File: config.mk
export PLATFORM = sky130hd
export DESIGN_NAME = p2ai_fsm
export DESIGN_NICKNAME = d
export VERILOG_FILES = /design/src/rtl/p2ai_pkg.sv /design/src/rtl/galois_lfsr.sv /design/src/rtl/p2ai_fsm.sv
export SDC_FILE = /design/constraint.sdc
export NUM_CORES = 1
export LEC_CHECK = 0
export BUFFER_PORTS_ARGS = -buffer_cell sky130_fd_sc_hd__buf_2
export CORE_MARGIN = 1.5
export CORE_UTILIZATION = 45
export CTS_BUF_LIST = sky130_fd_sc_hd__clkbuf_4 sky130_fd_sc_hd__clkbuf_8 sky130_fd_sc_hd__clkbuf_16
export CTS_CLUSTER_SIZE = 10
export DETAILED_ROUTE_END_ITERATION = 10
export HOLD_SLACK_MARGIN = 0.06
export PLACE_DENSITY_LB_ADDON = 0.25
export SLEW_MARGIN = 10
export SYNTH_ARGS = -nofsm -noshare
export SYNTH_HDL_FRONTEND = slang
export SYNTH_SLANG_ARGS = --single-unit
File: constraint.sdc
create_clock -name clk -period 3.5 [get_ports clk]
set_clock_uncertainty 0.2 [all_clocks]
set_input_delay 0.7 -clock clk [delete_from_list [all_inputs] [get_ports clk]]
set_output_delay 0.7 -clock clk [all_outputs]
set_load 0.05 [all_outputs]
File: src/rtl/p2ai_pkg.sv
// p2ai_pkg: action codes, FSM states and default Galois taps shared by the P2 AI.
package p2ai_pkg;

    localparam logic [2:0] ACT_IDLE    = 3'd0;
    localparam logic [2:0] ACT_FWD     = 3'd1;
    localparam logic [2:0] ACT_BACK    = 3'd2;
    localparam logic [2:0] ACT_ATK     = 3'd3;
    localparam logic [2:0] ACT_DIR_ATK = 3'd4;
    localparam logic [2:0] ACT_BLOCK   = 3'd5;

    typedef enum logic [1:0] {LOAD, WAIT, DRAW, HOLD} state_e;

    localparam logic [31:0] TAPS_8  = 32'h0000_00B8;
    localparam logic [31:0] TAPS_16 = 32'h0000_B400;
    localparam logic [31:0] TAPS_24 = 32'h00E1_0000;
    localparam logic [31:0] TAPS_32 = 32'hA300_0000;

    function automatic logic [31:0] default_taps(input int w);
        return (w <= 8) ? TAPS_8 : (w <= 16) ? TAPS_16 : (w <= 24) ? TAPS_24 : TAPS_32;
    endfunction

endpackage

File: src/rtl/galois_lfsr.sv
// galois_lfsr: free-running right-shift Galois LFSR with seed load; a zero seed or zero state becomes 1.
module galois_lfsr import p2ai_pkg::*; #(
    parameter int                LFSR_W = 16,
    parameter logic [LFSR_W-1:0] TAPS   = LFSR_W'(default_taps(LFSR_W)),
    parameter logic [LFSR_W-1:0] SEED   = LFSR_W'(32'hACE1)
) (
    input  logic              clk,
    input  logic              reset,
    input  logic              load,
    output logic [LFSR_W-1:0] out
);

    localparam logic [LFSR_W-1:0] SEED_NZ = (SEED == '0) ? LFSR_W'(1) : SEED;

    logic [LFSR_W-1:0] lfsr_q, lfsr_d;

    // Seed load has priority; an all-zero state recovers to 1 instead of locking up
    always_comb begin
        lfsr_d = load ? SEED_NZ : (lfsr_q == '0) ? LFSR_W'(1) : ((lfsr_q >> 1) ^ (lfsr_q[0] ? TAPS : '0));
    end

    // LFSR register, cleared to zero by reset and reloaded from the seed afterwards
    always_ff @(posedge clk or posedge reset) begin
        if (reset) lfsr_q <= '0;
        else lfsr_q <= lfsr_d;
    end

    assign out = lfsr_q;

endmodule

File: src/rtl/p2ai_fsm.sv
// p2ai_fsm: player-2 AI that draws a random action and holds it for a random number of frames.
// Define REACTIVE_EN to let P1 distance/attack override the random draw.
module p2ai_fsm import p2ai_pkg::*; #(
    parameter int                LFSR_W      = 16,
    parameter logic [LFSR_W-1:0] TAPS        = LFSR_W'(default_taps(LFSR_W)),
    parameter logic [LFSR_W-1:0] SEED        = LFSR_W'(32'hACE1),
    parameter int                ACT_W       = 3,
    parameter int                NUM_ACTIONS = 6,
    parameter int                ACT_LSB     = 8,
    parameter int                HOLD_W      = 3,
    parameter int                HOLD_MIN    = 2,
    parameter logic [7:0]        NEAR_DIST   = 8'd24,
    parameter logic [7:0]        FAR_DIST    = 8'd96
) (
    input  logic              clk,
    input  logic              reset,
    input  logic              frame_tick,
    input  logic              enable,
    input  logic [7:0]        p1_dist,
    input  logic              p1_attacking,
    output logic [ACT_W-1:0]  action,
    output logic              action_new,
    output logic [LFSR_W-1:0] lfsr_state
);

    localparam int CNT_W = $clog2(HOLD_MIN + 2**HOLD_W);

    if (ACT_LSB + ACT_W > LFSR_W || HOLD_W >= LFSR_W) begin : g_bad_slice
        $error("p2ai_fsm: action or hold field does not fit in LFSR_W");
    end
    if (LFSR_W < 8 || LFSR_W > 32 || HOLD_MIN < 1) begin : g_bad_size
        $error("p2ai_fsm: LFSR_W must be 8..32 and HOLD_MIN at least 1");
    end
    if (NUM_ACTIONS <= 2**(ACT_W-1) || NUM_ACTIONS > 2**ACT_W) begin : g_bad_actions
        $error("p2ai_fsm: NUM_ACTIONS must lie in (2^(ACT_W-1), 2^ACT_W]");
    end

    state_e            state_q, state_d;
    logic [ACT_W-1:0]  action_q, action_d, raw, pick, draw_act;
    logic              action_new_q, action_new_d;
    logic [CNT_W-1:0]  hold_q, hold_d, hold_rand, draw_hold;
    logic [LFSR_W-1:0] lfsr;

    galois_lfsr #(.LFSR_W(LFSR_W), .TAPS(TAPS), .SEED(SEED)) u_lfsr (
        .clk   (clk),
        .reset (reset),
        .load  (state_q == LOAD),
        .out   (lfsr)
    );

    // Random pick: one conditional subtraction folds the slice into 0..NUM_ACTIONS-1
    always_comb begin
        raw       = lfsr[ACT_LSB +: ACT_W];
        pick      = ({1'b0, raw} >= (ACT_W+1)'(NUM_ACTIONS)) ? raw - ACT_W'(NUM_ACTIONS) : raw;
        hold_rand = CNT_W'(HOLD_MIN) + CNT_W'(lfsr[HOLD_W-1:0]);
    end

`ifdef REACTIVE_EN
    logic near_attack, far_away;

    // Block a close attack first, then close in on a distant P1, else fall back to random
    always_comb begin
        near_attack = p1_attacking && (p1_dist < NEAR_DIST);
        far_away    = p1_dist > FAR_DIST;
        draw_act    = near_attack ? ACT_W'(ACT_BLOCK) : far_away ? ACT_W'(ACT_FWD) : pick;
        draw_hold   = (near_attack || far_away) ? CNT_W'(HOLD_MIN) : hold_rand;
    end
`else
    logic unused_p1;

    assign draw_act  = pick;
    assign draw_hold = hold_rand;
    assign unused_p1 = ^{p1_dist, p1_attacking};
`endif

    // Next state: LOAD runs once, WAIT arms on a tick, DRAW latches, HOLD counts frames
    always_comb begin
        state_d      = state_q;
        action_d     = action_q;
        hold_d       = hold_q;
        action_new_d = 1'b0;
        case (state_q)
            LOAD: state_d = WAIT;
            WAIT: state_d = frame_tick ? DRAW : WAIT;
            DRAW: begin
                action_d     = draw_act;
                hold_d       = draw_hold;
                action_new_d = 1'b1;
                state_d      = HOLD;
            end
            HOLD: if (frame_tick) begin
                hold_d  = hold_q - CNT_W'(1);
                state_d = (hold_q == CNT_W'(1)) ? DRAW : HOLD;
            end
        endcase
        if (state_q != LOAD && !enable) begin
            state_d      = WAIT;
            action_d     = '0;
            hold_d       = '0;
            action_new_d = 1'b0;
        end
    end

    // FSM and output registers, asynchronously returned to LOAD with an idle action
    always_ff @(posedge clk or posedge reset) begin
        if (reset) begin
            state_q      <= LOAD;
            action_q     <= '0;
            action_new_q <= 1'b0;
            hold_q       <= '0;
        end else begin
            state_q      <= state_d;
            action_q     <= action_d;
            action_new_q <= action_new_d;
            hold_q       <= hold_d;
        end
    end

    assign action     = action_q;
    assign action_new = action_new_q;
    assign lfsr_state = lfsr;

endmodule

==> results of run 1 <==
-- sequential cells by signal (all words and copies together), names as in the netlist --
signal	cells
u_lfsr.out	16
action_new	1
state_q	2
hold_q	4
action	3
-- metal layers --
layer / part of all wire (%) / wire, µm
met1: 46 / 1010
met2: 50 / 1100
met4: 1.2 / 27
met5: 0 / 0
met3: 3.5 / 77
-- power by group through the flow --
stage,Sequential (mW),Combinational [mW],Clock (mW)
floorplan,0.737,0.151,0
global route,0.493,0.555,0.161
finish,0.478,0.526,0.151
detailed placement,0.484,0.527,0
global placement,0.484,0.523,0
CTS,0.477,0.530,0.154
-- layout by cell type, fill, tap and decap left out, drive strengths merged --
master,instances
dfrtp,26
buf,23
inv,7
nor2b,6
nor2,6
or2,5
nand2,5
a21oi,4
nor4,4
clkbuf,4
o21ai,4
nand2b,3
xnor2,3
ha,3
a22oi,2
nand4,2
a32o,2
nand3b,1
a211o,1
a21bo,1
and2,1
mux2,1
o22ai,1
and4b,1
a21boi,1
o211ai,1
nor3,1
and3b,1
o311a,1
o221ai,1
a21o,1
nand3,1
nor3b,1
o2111ai,1
-- area by class of cell --
type | instances | area (µm²) | share of cell area, %
Timing Repair Buffer | 23 | 115 | 8.67
Tap cell | 30 | 37.5 | 2.83
Inverter | 7 | 26.3 | 1.98
Sequential cell | 26 | 651 | 49.0
Clock buffer | 4 | 36.3 | 2.73
Multi-Input combinational cell | 66 | 462 | 34.8
-- worst paths after layout --
| kind | startpoint | end | slack, ns | cells past startpoint |
|---|---|---|---|---|
| setup / recovery | u_lfsr.out[0] | lfsr_state[0] | 1.42 | 1 |
| hold / removal | action[2] | action[2] | 0.32 | 1 |
| setup reg to reg | state_q[0] | action[1] | 1.81 | 3 |
| hold reg to reg | action[2] | action[2] | 0.32 | 1 |
| max in group asynchronous | reset | hold_q[0] | 2.16 | 2 |
| min in group asynchronous | reset | action[1] | 0.37 | 2 |
-- metrics by stage --
stage	area, µm²	total power, mW	setup slack (ns)	util (%)
6_report	1330	1.15	1.42	53.6
5_1_grt	1330	1.21	1.39	53.6
4_1_cts	1330	1.16	1.43	53.6
3_5_place_dp	1290	1.01	1.72	52.1
3_3_place_gp	1290	1.01	1.74	52.1
2_1_floorplan	1180	0.887	1.96	-
-- cells by family after synthesis --
family / synth area share, %
AND/OR/NAND/NOR: 19.0
flip-flops: 55.3
AO/OA/AOI/OAI: 13.8
buffers and inverters: 5.43
XOR/XNOR: 2.23
adder cells (fa/ha/maj): 3.19
multiplexers: 0.957
==> results.toml, run 1 <==
[clock_tree]
cts_setup_buffers = 0
clock_latency_ns = 0.32
cts_resized = 0
numCtsBuffers = 3
cts_hold_buf = 0
clk_path_buf_depth = 2
htree_num_levels = 1
clk_pin_slew_ns = 0.14
root_buffer = "clkbuf_4"
cts.sinks = 26
cts_tree = "yes"

[min_path]
hp-class = "reg2reg"

[final_layout]
area_delta_synth_final_pct = 12.9
nets = 143
antennaDiodeCount = 0
finalNonFillerCells = 156
num-fill-cells = 246
drive_gt1_share_pct = 31.0

[floorplanning]
die_w_um = 54.1
start_util_pct = 47.5
design.core.area_um2 = 2480
rows = 18
io_pins = 33
dieArea_um2 = 2930
die_height_um = 54.1

[worst_setup_path]
critPathTopFamily = "flip-flops"
cpMaxStageDelayCell = "dfrtp_1"
worstPathMaxFanout = 7
path_cells = "buf_2"
cp.arrival_ns = 1.18
worstSetupPathType = "reg2out"
critPathRequiredTime_ns = 2.60
start_kind = "register"
slowest_delay_ns = 0.54
critPathCaptureType = "output port"
cp_num_buf_inv = 1

[synthesis]
synth_area_per_cell_um2 = 11.3
syn_nets = 120
yosys-top-cells-count = "dfrtp_1, inv_1, nor2b_1, or2_2"
yosysTopAreaCell = "dfrtp_1"
yosysMostFrequentCell = "dfrtp_1"
ys_seq_area_share_pct = 55.3
syn_inst = 104
synth_edf_count = 0
synthArstFlopShare_pct = 100
synth_top_cell_area_share_pct = 55.3
synthTopCellsByArea = "dfrtp_1, ha_1, nor2b_1"
ys_types = 38
ys_ff_latch = 26
ys.warnings.count = 0
syn-cell-area_um2 = 1180
synth_flop_cell = "dfrtp_1"

[pwr]
clock_power_share_pct = 13.1
power.density_nw_per_um2 = 870
switching_power_mw = 0.565
p_int_mw = 0.590
switching_share_pct = 48.9
p_leak_nw = 0.640
max-vdd-ir-drop_v = 0.000610
seqPwrFrac_pct = 41.4
combPwrFrac_pct = 45.6

[global_route]
first_global_vias = 814
grt_max_degree = 27
gr-usage-met3_pct = 2.50
grt-busiest-layer = "met2"
grt_antenna_before_repair = 0
grt_overflow = 0
met1_usage_pct = 23.3
groute.layer.met2.usage_pct = 27.3
grt_first_pass_wirelength_mm = 3.62
grt_usage_pct = 17.4

[timing]
relSlewSlack_pct = 37.0
tightest_slew_ns = 0.945
fmax_mhz = 481
min_period_over_period_pct = 59.5
report.final.hold_viol_count = 0
rsz0062_at_grt = "no"
slew_violations = 0
holdWs_ns = 0.320
fin_tns_setup_ns = 0
finalSetupViolations = 0
fin_crit_ns = 2.08

[placed_design]
dp_hpwl_mm = 1.53
numPortBuffers = 23
place_inst = 152
globalplace.congestion = 0.797

[drt]
vias = 833
drt_wl_total_mm = 2.22
vias_per_cell = 5.34
drc = 0
drt_iter0_drc = 16
firstDrtPassIters = 4
wl_per_cell_um = 14.2
drtAntennaViolNets = 0

[run]
drv_cap = 0

[status]
status = "finished clean"
Power figures use the tool's default switching activity.
==> run 2, diff against run 1 <==
--- a/config.mk
+++ b/config.mk
@@ -5,6 +5,7 @@
 export SDC_FILE = /design/constraint.sdc
 export NUM_CORES = 1
 export LEC_CHECK = 0
+export ABC_AREA = 1
 export BUFFER_PORTS_ARGS = -buffer_cell sky130_fd_sc_hd__buf_2
 export CORE_MARGIN = 1.5
 export CORE_UTILIZATION = 45
==> constraint.sdc (replaced) <==
create_clock -name clk -period 1.9 [get_ports clk]
set_clock_uncertainty 0.2 [all_clocks]
set_input_delay 0.38 -clock clk [delete_from_list [all_inputs] [get_ports clk]]
set_output_delay 0.38 -clock clk [all_outputs]
set_load 0.05 [all_outputs]
==> results.toml, run 2 <==
[pwr]
power.density_nw_per_um2 = 1740
p_leak_nw = 0.768
max-vdd-ir-drop_v = 0.00113

[drt]
firstDrtPassIters = 4
wl_per_cell_um = 11.1
drt_wl_total_mm = 2.11
drtAntennaViolNets = 0
vias = 907
vias_per_cell = 4.80
drc = 0
drt_iter0_drc = 16

[clock_tree]
clk_pin_slew_ns = 0.14
cts.sinks = 26
cts_setup_buffers = 0
numCtsBuffers = 3
root_buffer = "clkbuf_4"
cts_tree = "yes"
clock_latency_ns = 0.31
htree_num_levels = 1
clk_path_buf_depth = 2

[floorplanning]
io_pins = 33
design.core.area_um2 = 2430
rows = 18
die_w_um = 53.4
dieArea_um2 = 2850
start_util_pct = 47.0
die_height_um = 53.4

[synthesis]
ys_seq_area_share_pct = 56.9
synthTopCellsByArea = "dfrtp_1, nand2_1, inv_1"
ys.warnings.count = 0
synth_area_per_cell_um2 = 8.80
synthArstFlopShare_pct = 100
synth_flop_cell = "dfrtp_1"
synth_top_cell_area_share_pct = 56.9
synth_edf_count = 0
syn_inst = 130
syn_nets = 146
ys_types = 17
syn-cell-area_um2 = 1140
ys_ff_latch = 26
yosysMostFrequentCell = "nand2_1"
yosysTopAreaCell = "dfrtp_1"
yosys-top-cells-count = "nand2_1, dfrtp_1, inv_1, nor2_1, nand3_1"

[placed_design]
dp_hpwl_mm = 1.62
place_inst = 184
numPortBuffers = 23
globalplace.congestion = 0.784

[global_route]
grt_first_pass_wirelength_mm = 3.70
grt_antenna_before_repair = 0
grt-busiest-layer = "met2"
first_global_vias = 852
groute.layer.met2.usage_pct = 30.7
met1_usage_pct = 23.0
grt_overflow = 0
gr-usage-met3_pct = 3.39
grt_usage_pct = 18.2
grt_max_degree = 27

[final_layout]
largest_register_ffs = 16
area_delta_synth_final_pct = 18.1
final_cell_mix = "nand2_1, dfrtp_1, inv_1, buf_2, nor2_1"
nets = 176
antennaDiodeCount = 0
layout_commonest_cell = "nand2_1"
drive_gt1_share_pct = 20.8
finalCoreUtilization_pct = 55.5
finalNonFillerCells = 189

[worst_setup_path]
r2r_start = "state_q[1]"
path_cells = "buf_2"
ff2ff_path_depth = 5
rrSetupSlack_ns = 0.52
critPathTopFamily = "flip-flops"
slowest_delay_ns = 0.50
cp_num_buf_inv = 1
critPathCaptureType = "output port"
start_kind = "register"
rr_endpoint = "hold_q[3]"
worstSetupPathType = "reg2out"
cp.arrival_ns = 1.12
startpoint = "u_lfsr.out[0]"
critPathRequiredTime_ns = 1.32
cpMaxStageDelayCell = "dfrtp_1"
worstPathMaxFanout = 8

[timing]
tightest_slew_ns = 0.322
rsz0062_at_grt = "no"
relSlewSlack_pct = 78.5
fin_crit_ns = 1.70
report.final.hold_viol_count = 0
slew_violations = 0
fin_tns_setup_ns = 0
finalSetupViolations = 0
min_period_over_period_pct = 89.6
fmax_mhz = 587

[min_path]
hp-class = "in2reg"
min_delay_worst_endpoint = "state_q[1]"
worstHoldStart = "enable"
holdPathStages = 3

[run]
drv_cap = 0

[status]
status = "finished clean"
run 2: cell count changes after synthesis, sizes merged, moves of 4 or more:
cell,delta
nand3,+10
or2,-4
nor2b,-6
nor2,+11
inv,+18
nand2,+25
buf,-4
nor4,-4
run 2: logic make-up after synthesis:
| group | synth area share, % |
|---|---|
| AND/OR/NAND/NOR | 25.7 |
| AO/OA/AOI/OAI | 5.91 |
| adder cells (fa/ha/maj) | 3.28 |
| buffers and inverters | 8.21 |
| flip-flops | 56.9 |
run 2: through the flow:
step	area [µm²]	hold slack, ns	total power, mW	setup WS, ns
finish	1350	0.142	2.35	0.198
CTS	1350	0.126	2.37	0.170
global route	1350	0.136	2.52	0.126
detailed placement	1300	0.249	2.10	0.531
global placement	1300	0.245	2.07	0.542
floorplan	1140	0.220	1.81	0.404
run 2: timing repair:
item / in CTS / in global routing
endpoints found under the setup margin: 0 / 0
gates resized for setup: 0 / 0
hold buffers: 1 / 0
endpoints found under the hold margin: 26 / 0
run 2: worst max-delay path by stage:
stage,endpoint,depth (start not counted)
6_report,lfsr_state[0],1
5_1_grt,lfsr_state[0],1
4_1_cts,lfsr_state[0],1
3_5_place_dp,lfsr_state[0],1
3_3_place_gp,lfsr_state[0],1
2_1_floorplan,hold_q[2],5
run 2: area by class of cell:
| class | count | area [µm²] |
|---|---|---|
| clock buffers | 4 | 36.3 |
| fillers | 240 | 1080 |
| inverters | 25 | 93.8 |
| multi-input cells | 79 | 399 |
| flip-flops and latches | 26 | 651 |
| well taps | 30 | 37.5 |
| repair buffers | 25 | 133 |
run 2: layer usage:
metal | part of all wire (%) | up-vias
li1 | - | 462
met1 | 46 | 423
met2 | 48 | 20
met3 | 4.5 | 2
met4 | 0.81 | 0
met5 | 0 | -
run 2: power by group:
group	internal, mW	total (mW)	switching (mW)
combinational	0.275	1.18	0.907
sequential	0.741	0.894	0.153
clock	0.117	0.272	0.155
run 2: worst reg2reg max path, stage by stage, from the launching register on:
cell and delay, ns:
dfrtp_1 0.48, o21ai_1 0.27, nand3_1 0.15, nor2_1 0.13, nand2_1 0.06, nand2_1 0.05
==> run 3, diff against run 2 <==
--- a/config.mk
+++ b/config.mk
@@ -13,7 +13,7 @@
 export CTS_CLUSTER_SIZE = 10
 export DETAILED_ROUTE_END_ITERATION = 10
 export HOLD_SLACK_MARGIN = 0.06
-export PLACE_DENSITY_LB_ADDON = 0.25
+export PLACE_DENSITY = 0.86
 export SLEW_MARGIN = 10
 export SYNTH_ARGS = -nofsm -noshare
 export SYNTH_HDL_FRONTEND = slang
==> results.toml, run 3 (same netlist as run 2, synthesis figures left out) <==
[clock_tree]
cts_tree = "yes"
htree_num_levels = 1
cts_resized = 0
cts.sinks = 26
clk_path_buf_depth = 2
numCtsBuffers = 3
clock_latency_ns = 0.32
root_buffer = "clkbuf_4"
clk_pin_slew_ns = 0.14

[pwr]
p_leak_nw = 0.768
power.density_nw_per_um2 = 1750
max-vdd-ir-drop_v = 0.00130

[timing]
fmax_mhz = 578
rsz0062_at_grt = "no"
setup_ws_ns = 0.169
fin_tns_setup_ns = 0
min_period_over_period_pct = 91.1
report.final.hold_viol_count = 0
relSlewSlack_pct = 78.2
finalSetupViolations = 0
slew_violations = 0
fin_crit_ns = 1.73
tightest_slew_ns = 0.326

[drt]
drt_iter0_drc = 28
vias_per_cell = 4.95
drt_wl_total_mm = 2.19
drc = 0
wl_per_cell_um = 11.6
firstDrtPassIters = 4
vias = 935
drtAntennaViolNets = 0

[worst_setup_path]
cp.depth = 1
critPathRequiredTime_ns = 1.32
rr_endpoint = "hold_q[2]"
rrSetupSlack_ns = 0.52
critPathCaptureType = "output port"
ff2ff_path_depth = 7
path_cells = "buf_2"
worstPathMaxFanout = 8
cp.arrival_ns = 1.15
start_kind = "register"
startpoint = "u_lfsr.out[0]"
crit_path_end = "lfsr_state[0]"
critPathTopFamily = "flip-flops"
slowest_delay_ns = 0.51
r2r_start = "hold_q[0]"
worstSetupPathType = "reg2out"
cp_num_buf_inv = 1
cpMaxStageDelayCell = "dfrtp_1"

[placed_design]
dp_hpwl_mm = 1.66
globalplace.congestion = 0.885
pre_cts_ws_ns = 0.541
numPortBuffers = 23
place_area_um2 = 1300

[floorplanning]
io_pins = 33
die_height_um = 53.4
dieArea_um2 = 2850
design.core.area_um2 = 2430
die_w_um = 53.4
rows = 18
start_util_pct = 47.0

[global_route]
grt_overflow = 0
first_global_vias = 867
grt_max_degree = 27
grt_antenna_before_repair = 0
grt_usage_pct = 17.8
grt_first_pass_wirelength_mm = 3.64

[status]
status = "finished clean"

[final_layout]
num-fill-cells = 236
drive_gt1_share_pct = 20.8
final_cell_area_um2 = 1350
largest_register_ffs = 16
antennaDiodeCount = 0
area_delta_synth_final_pct = 18.1
final_cell_mix = "nand2_1, dfrtp_1, inv_1, buf_2, nor2_1"
nets = 176
layout_commonest_cell = "nand2_1"

[min_path]
hp-class = "in2reg"

[run]
drv_cap = 0
## run 3: layer usage
metal | vias to the layer above | global-route usage, % | part of all wire, %
li1 | 466 | - | -
met1 | 437 | 22.8 | 44
met2 | 30 | 30.7 | 49
met3 | 2 | 3.95 | 5.8
met4 | 0 | 3.85 | 0.78
met5 | - | 0 | 0
## run 3: worst min-delay path by stage
stage / start / end / cells past startpoint
after floorplan: reset / action[0] / 1
after global placement: reset / u_lfsr.out[4] / 3
after detailed placement: reset / u_lfsr.out[5] / 3
after CTS: frame_tick / state_q[1] / 3
after global routing: frame_tick / state_q[1] / 3
final: frame_tick / state_q[1] / 3
## run 3: layout make-up
type	instances	area, µm²	share of cell area (%)
clock buffers	4	36.3	2.69
well taps	30	37.5	2.78
flip-flops and latches	26	651	48.2
repair buffers	25	133	9.82
multi-input cells	79	399	29.6
inverters	25	93.8	6.95
## run 3: timing repair
action / 4_1_cts / 5_1_grt
hold endpoints to repair: 26 / 0
buffers inserted: 0 / 0
hold buffers: 1 / 0
endpoints found under the setup margin: 0 / 0
## run 3: per-stage QoR
| stage | hold slack (ns) | instances | power, mW | util (%) |
|---|---|---|---|---|
| floorplan | 0.220 | 130 | 1.81 | - |
| global placement | 0.238 | 184 | 2.06 | 53.6 |
| detailed placement | 0.246 | 184 | 2.10 | 53.6 |
| CTS | 0.149 | 189 | 2.37 | 55.5 |
| global route | 0.174 | 189 | 2.50 | 55.5 |
| finish | 0.157 | 189 | 2.36 | 55.5 |
## run 3: power breakdown
part,total [mW],internal (mW),switching (mW)
clock,0.276,0.117,0.159
sequential,0.898,0.741,0.158
combinational,1.19,0.277,0.910
total,2.36,1.13,1.23
